**config.mk**
```make
export PLATFORM = sky130hd
export DESIGN_NAME = key_event_queue
export DESIGN_NICKNAME = d
export VERILOG_FILES = /design/src/rtl/key_event_queue.sv
export SDC_FILE = /design/constraint.sdc
export NUM_CORES = 1
export LEC_CHECK = 0
export ABC_AREA = 1
export CORE_ASPECT_RATIO = 1.75
export CORE_MARGIN = 3
export CORE_UTILIZATION = 60
export DETAILED_ROUTE_END_ITERATION = 12
export PLACE_DENSITY = 0.8
export RECOVER_POWER = 50
export SLEW_MARGIN = 10
export SYNTH_ARGS = -nofsm -noshare
export SYNTH_HDL_FRONTEND = slang
export SYNTH_SLANG_ARGS = --single-unit
export TNS_END_PERCENT = 5
```
**constraint.sdc**
```tcl
create_clock -name clk -period 3.2 [get_ports clk]
set_input_delay 0.96 -clock clk [delete_from_list [all_inputs] [get_ports clk]]
set_output_delay 0.96 -clock clk [all_outputs]
set_load 0.005 [all_outputs]
```
**src/rtl/key_event_queue.sv**
```systemverilog
// Scan-code to key-index mapper with typematic repeat and event FIFO.
// Sits between the PS/2 decoder and the entry FSMs.
module key_event_queue #(
  parameter int NUM_KEYS = 22,
  parameter logic [NUM_KEYS*9-1:0] KEY_TABLE = {
    9'h172, 9'h175, 9'h029, 9'h00D,
    9'h076, 9'h071, 9'h14A, 9'h07C,
    9'h07B, 9'h079, 9'h066, 9'h05A,
    9'h07D, 9'h075, 9'h06C, 9'h074,
    9'h073, 9'h06B, 9'h07A, 9'h072,
    9'h069, 9'h070
  },
  parameter int FIFO_DEPTH    = 4,
  parameter int REPEAT_EN     = 1,
  parameter int REPEAT_DELAY  = 50_000_000,
  parameter int REPEAT_PERIOD = 10_000_000,
  parameter int EMIT_RELEASE  = 0
) (
  input  logic       clk,
  input  logic       rst,
  input  logic       key_valid,
  input  logic [8:0] last_change,
  input  logic       key_is_down,
  input  logic       evt_ready,
  input  logic       clr_ovf,
  output logic       evt_valid,
  output logic [5:0] evt_idx,
  output logic       evt_repeat,
  output logic       evt_release,
  output logic       overflow
);

  localparam int PW = $clog2(FIFO_DEPTH);
  localparam logic [31:0] DLY_LD = 32'(REPEAT_DELAY - 1);
  localparam logic [31:0] PER_LD = 32'(REPEAT_PERIOD - 1);
  localparam logic [PW:0] FULL_CNT = (PW+1)'(FIFO_DEPTH);
  localparam logic REN  = (REPEAT_EN != 0);
  localparam logic EREL = (EMIT_RELEASE != 0);

  typedef enum logic [1:0] {
    IDLE,
    DELAY,
    REPEAT
  } rpt_state_t;

  logic       hit;
  logic [5:0] hit_idx;

  // Scan downwards so the lowest matching entry wins.
  always_comb begin
    hit     = 1'b0;
    hit_idx = '0;
    for (int i = NUM_KEYS - 1; i >= 0; i--) begin
      if (KEY_TABLE[9*i +: 9] == last_change) begin
        hit     = 1'b1;
        hit_idx = 6'(i);
      end
    end
  end

  rpt_state_t  state;
  logic [5:0]  held;
  logic [31:0] cnt;

  logic kv_evt;
  logic press;
  logic release_k;
  logic rel_held;
  logic expire;
  logic rep_fire;

  assign kv_evt    = key_valid & hit;
  assign press     = kv_evt & key_is_down;
  assign release_k = kv_evt & ~key_is_down;
  assign rel_held  = release_k & (state != IDLE)
                   & (hit_idx == held);
  assign expire    = (state != IDLE) & (cnt == '0);
  assign rep_fire  = expire & ~kv_evt;

  always_ff @(posedge clk or posedge rst) begin
    if (rst) begin
      state <= IDLE;
      held  <= '0;
      cnt   <= '0;
    end else if (press && REN) begin
      state <= DELAY;
      held  <= hit_idx;
      cnt   <= DLY_LD;
    end else if (rel_held) begin
      state <= IDLE;
      held  <= '0;
      cnt   <= '0;
    end else if (expire) begin
      state <= REPEAT;
      cnt   <= PER_LD;
    end else if (state != IDLE) begin
      cnt   <= cnt - 1'b1;
    end
  end

  logic       push;
  logic [7:0] push_data;

  assign push = press | (release_k & EREL) | rep_fire;

  always_comb begin
    if (kv_evt) push_data = {~key_is_down, 1'b0, hit_idx};
    else        push_data = {1'b0, 1'b1, held};
  end

  logic [7:0]    mem [FIFO_DEPTH];
  logic [PW-1:0] wr_ptr;
  logic [PW-1:0] rd_ptr;
  logic [PW:0]   count;
  logic          full;
  logic          pop;
  logic          wr_en;
  logic          drop;

  assign full  = (count == FULL_CNT);
  assign pop   = evt_valid & evt_ready;
  assign wr_en = push & (~full | pop);
  assign drop  = push & full & ~pop;

  always_ff @(posedge clk or posedge rst) begin
    if (rst) begin
      for (int i = 0; i < FIFO_DEPTH; i++) mem[i] <= '0;
      wr_ptr   <= '0;
      rd_ptr   <= '0;
      count    <= '0;
      overflow <= 1'b0;
    end else begin
      if (wr_en) begin
        mem[wr_ptr] <= push_data;
        wr_ptr      <= wr_ptr + 1'b1;
      end
      if (pop) rd_ptr <= rd_ptr + 1'b1;
      unique case ({wr_en, pop})
        2'b10:   count <= count + 1'b1;
        2'b01:   count <= count - 1'b1;
        default: ;
      endcase
      if (drop)         overflow <= 1'b1;
      else if (clr_ovf) overflow <= 1'b0;
    end
  end

  logic [7:0] head;

  assign head        = mem[rd_ptr];
  assign evt_valid   = (count != '0);
  assign evt_idx     = evt_valid ? head[5:0] : '0;
  assign evt_repeat  = evt_valid & head[6];
  assign evt_release = evt_valid & head[7];

endmodule

```
==> reports/results.md <==
## Outcome
* status: finished, final reports clean

## Clocking
* Root Driver: clkbuf_16
* TritonCTS clock tree: yes
* Worst-Skew Late Latency: 340 ps
* total number of clock tree sinks: 75
* worst-case clock buffer depth: 2
* CTS buffer count: 9
* CTS clock-pin slew for the worst setup and hold paths: 60 ps
* H-tree level count: 3

## Power
* fraction of power consumed by sequential logic: 37.0%
* combinational share of power: 41.1%
* Switching Fraction: 40.3%
* Power Internal: 0.00243 W
* peak ir drop on the vdd network: 564 µV
* Clk network pwr share: 21.9%
* switching component of the power: 0.00164 W
* power density of the placed cells: 706 mW/mm²
* Leak: 2.92 nW

## Floorplanning
* Top Ports: 25
* placement row count: 42
* Chip Width: 73.5 µm
* effective utilization at floorplan: 62.3%
* height of the die: 124 µm
* Total Die Area: 0.00912 mm²
* placeable core area: 0.00767 mm²

## Setup path
* Crit Path Max Fanout: 5
* CP max-delay cell: fa_2
* data arrival time of the critical path: 3250 ps
* cell repeated most along the worst path: nand2_1
* CP Cell Sequence: clkdlybuf4s15_1 > inv_2 > nand2_1 > nor2_4 > nand2_1 > o21ai_1 > nor2_2 > nand3_1 > and2_4 > o21ai_2 > inv_1 > nand2_1 > fa_2 > inv_1 > nand4_1 > nand2_1 > nand2_1 > nand2_1 > inv_1
* Worst Setup Path Type: in -> reg
* required time of the worst setup path: 3430 ps
* category of the worst setup path capture point: flop
* slowest stage delay, CP: 350 ps
* crit path launch type: input port

## Route
* via density per instance: 5.56
* routed wire length: 12.2 mm
* DRC violation total after the first TritonRoute iteration: 257
* via total after detailed routing: 4,763
* length of the first detailed-routing pass in iterations: 5
* Remaining DRCs: 0
* DRT antenna net count: 0
* drt wl/cell: 14.3 µm

## Timing
* number of pins with negative max-slew slack in the final report: 0
* highest clock frequency the design can meet: 331 MHz
* setup repair after global routing missed its margin: false
* min Tclk post-route: 3020 ps
* endpoints failing hold: 0
* post-route fraction of the period consumed by the critical path: 94.4%
* Worst Skew: 5.27 ps
* count of final setup violators: 0
* relative slew slack: 38.8%
* transition time at the pin with the least slew margin: 917 ps

## Placed design
* routability-driven placement congestion ratio: 0.905
* quantity of I/O buffers inserted on ports: 23
* total placed cells including tap cells: 836
* detailed placement HPWL: 9.13 mm

## Final layout
* antenna cell count: 0
* fraction of final layout cells sized beyond drive strength 1: 14.6%
* area used by sequential logic in the layout: 0.00188 mm²
* multi-input combinational cell area: 0.00247 mm²
* Final Non-Filler Cells: 856
* final core utilization: 75.1%
* Final nets: 784
* area grow syn2layout: 20.5%
* filler cell count: 621

## GRT
* largest net degree at the start of global routing: 28
* global-route wire length before repair: 19.9 mm
* GRT Residual Overflow: 0
* Global Route Usage Sum: 27.9%
* initial antenna violation count: 0
* via count of the first global-routing pass: 4,561

## Yosys
* fraction of the yosys area taken by sequential cells: 39.3%
* Post-Syn Nets: 712
* post-synthesis instance total: 691
* proportion of register bits with asynchronous set or reset after synthesis: 100%
* cell taking the most area after synthesis: dfrtp_1
* number of flops mapped to enable cells by yosys: 0
* Yosys warning count: 0
* count of state elements after synthesis: 75
* syn avg cell area: 6.92 µm²
* distinct cell type count after synthesis: 36
* Synth area leaders: dfrtp_1 39%, nand2_1 12%, nor2_1 7.3%
* dominant register cell in the synthesized netlist: dfrtp_1
* total standard cell area after synthesis: 0.00478 mm²
* area share of the largest cell type after synthesis: 39.3%

## Run
* max-capacitance violation count: 0

## Min path
* Hold/Removal Path Class: reg -> reg

[power by group through the flow]
stage	clock, W	combinational [W]	sequential, W
3_5_place_dp	0	0.00164	0.00150
6_report	0.000891	0.00167	0.00150
3_3_place_gp	0	0.00158	0.00149
2_1_floorplan	0	0.00120	0.00142
4_1_cts	0.000896	0.00167	0.00149
5_1_grt	0.000942	0.00189	0.00154
[layout by cell type (no fill, tap or decap), types with 10 or more instances in the layout]
cell | netlist | final
nor3_1 | 19 | 19
nand4_1 | 12 | 12
dfrtp_1 | 75 | 74
nand2_1 | 155 | 153
nor2_1 | 93 | 85
clkdlybuf4s50_1 | 0 | 10
inv_1 | 89 | 89
xor2_1 | 18 | 18
o21ai_1 | 12 | 11
buf_4 | 2 | 54
nor2_2 | 4 | 12
o21ai_0 | 47 | 47
nand3_1 | 67 | 67
a21oi_1 | 32 | 32
[path summary, 6_finish.rpt]
| kind | startpoint | endpoint | slack, ps | cells past startpoint |
|---|---|---|---|---|
| setup reg to reg | cnt[0] | mem[24] | 460 | 15 |
| hold reg to reg | mem[31] | mem[31] | 480 | 2 |
| max in group asynchronous | rst | mem[4] | 730 | 3 |
| min in group asynchronous | rst | cnt[4] | 1280 | 2 |
| setup / recovery | last_change[7] | count[2] | 180 | 19 |
| hold / removal | mem[31] | mem[31] | 480 | 2 |
[Yosys cell counts (5+ instances only)]
cell / number
o21ai_1: 12
or2_2: 5
nand2_1: 155
clkbuf_1: 9
ha_1: 5
a21oi_1: 32
dfrtp_1: 75
xnor2_1: 6
xor2_1: 18
nor2_1: 93
nor3_1: 19
nand4_1: 12
nand3_1: 67
inv_1: 89
o21ai_0: 47
buf_2: 8
[metal layers]
metal	track usage [%]	vias to the layer above	part of all wire [%]
li1	-	2350	-
met3	4.04	44	3.8
met5	0	-	0
met4	12.8	0	3.5
met1	29.7	2228	38
met2	52.2	141	55
[worst max-delay path, delay by kind of cell]
| kind | cells | cell delay [ps] |
|---|---|---|
| fa+ha+maj | 1 | 350 |
| compound gates | 2 | 270 |
| simple gates | 11 | 1170 |
| buf+inv | 5 | 500 |
[layout make-up]
type | count | share of cell area (%)
Tap cell | 88 | 1.91
Clock inverter | 3 | 0.261
Timing Repair Buffer | 83 | 12.1
Multi-Input combinational cell | 500 | 42.8
Sequential cell | 75 | 32.6
Inverter | 94 | 6.19
Clock buffer | 13 | 4.17
[sequential cells by signal, summed over array words and instances (netlist names)]
| name | cells |
|---|---|
| cnt | 32 |
| count | 3 |
| held | 5 |
| mem | 28 |
| overflow | 1 |
| rd_ptr | 2 |
| state | 2 |
| wr_ptr | 2 |
[kinds of logic (layout without fill, tap and decap cells)]
| group | Yosys count | after routing | synth area share (%) |
|---|---|---|---|
| flops | 75 | 75 | 39.3 |
| simple gates | 372 | 372 | 34.3 |
| other cells | 1 | 1 | 0.0785 |
| buf+inv | 116 | 193 | 9.79 |
| compound gates | 97 | 97 | 10.4 |
| xor+xnor | 24 | 24 | 4.40 |
| fa+ha+maj | 6 | 6 | 1.73 |
[per-stage QoR]
step	instance area (µm²)	TNS (ps)	worst slack, ps	power (W)	hold slack, ps
after floorplan	4780	0	209	0.00261	436
after global placement	5490	-18050	-435	0.00307	455
after detailed placement	5490	-22160	-499	0.00314	462
after CTS	5780	0	6.58	0.00406	475
after global routing	5760	0	0.941	0.00437	507
final	5760	0	180	0.00407	475
[repair_timing]
item / 4_1_cts / 5_1_grt
hold endpoints to repair: 0 / 0
endpoints found under the setup margin: 19 / 76
buffers inserted: 3 / 1
resized for setup: 18 / 10
gates cloned: 0 / 0
hold buffers: 0 / 0
pin swaps: 8 / 5
(Power assumes the default switching activity.)
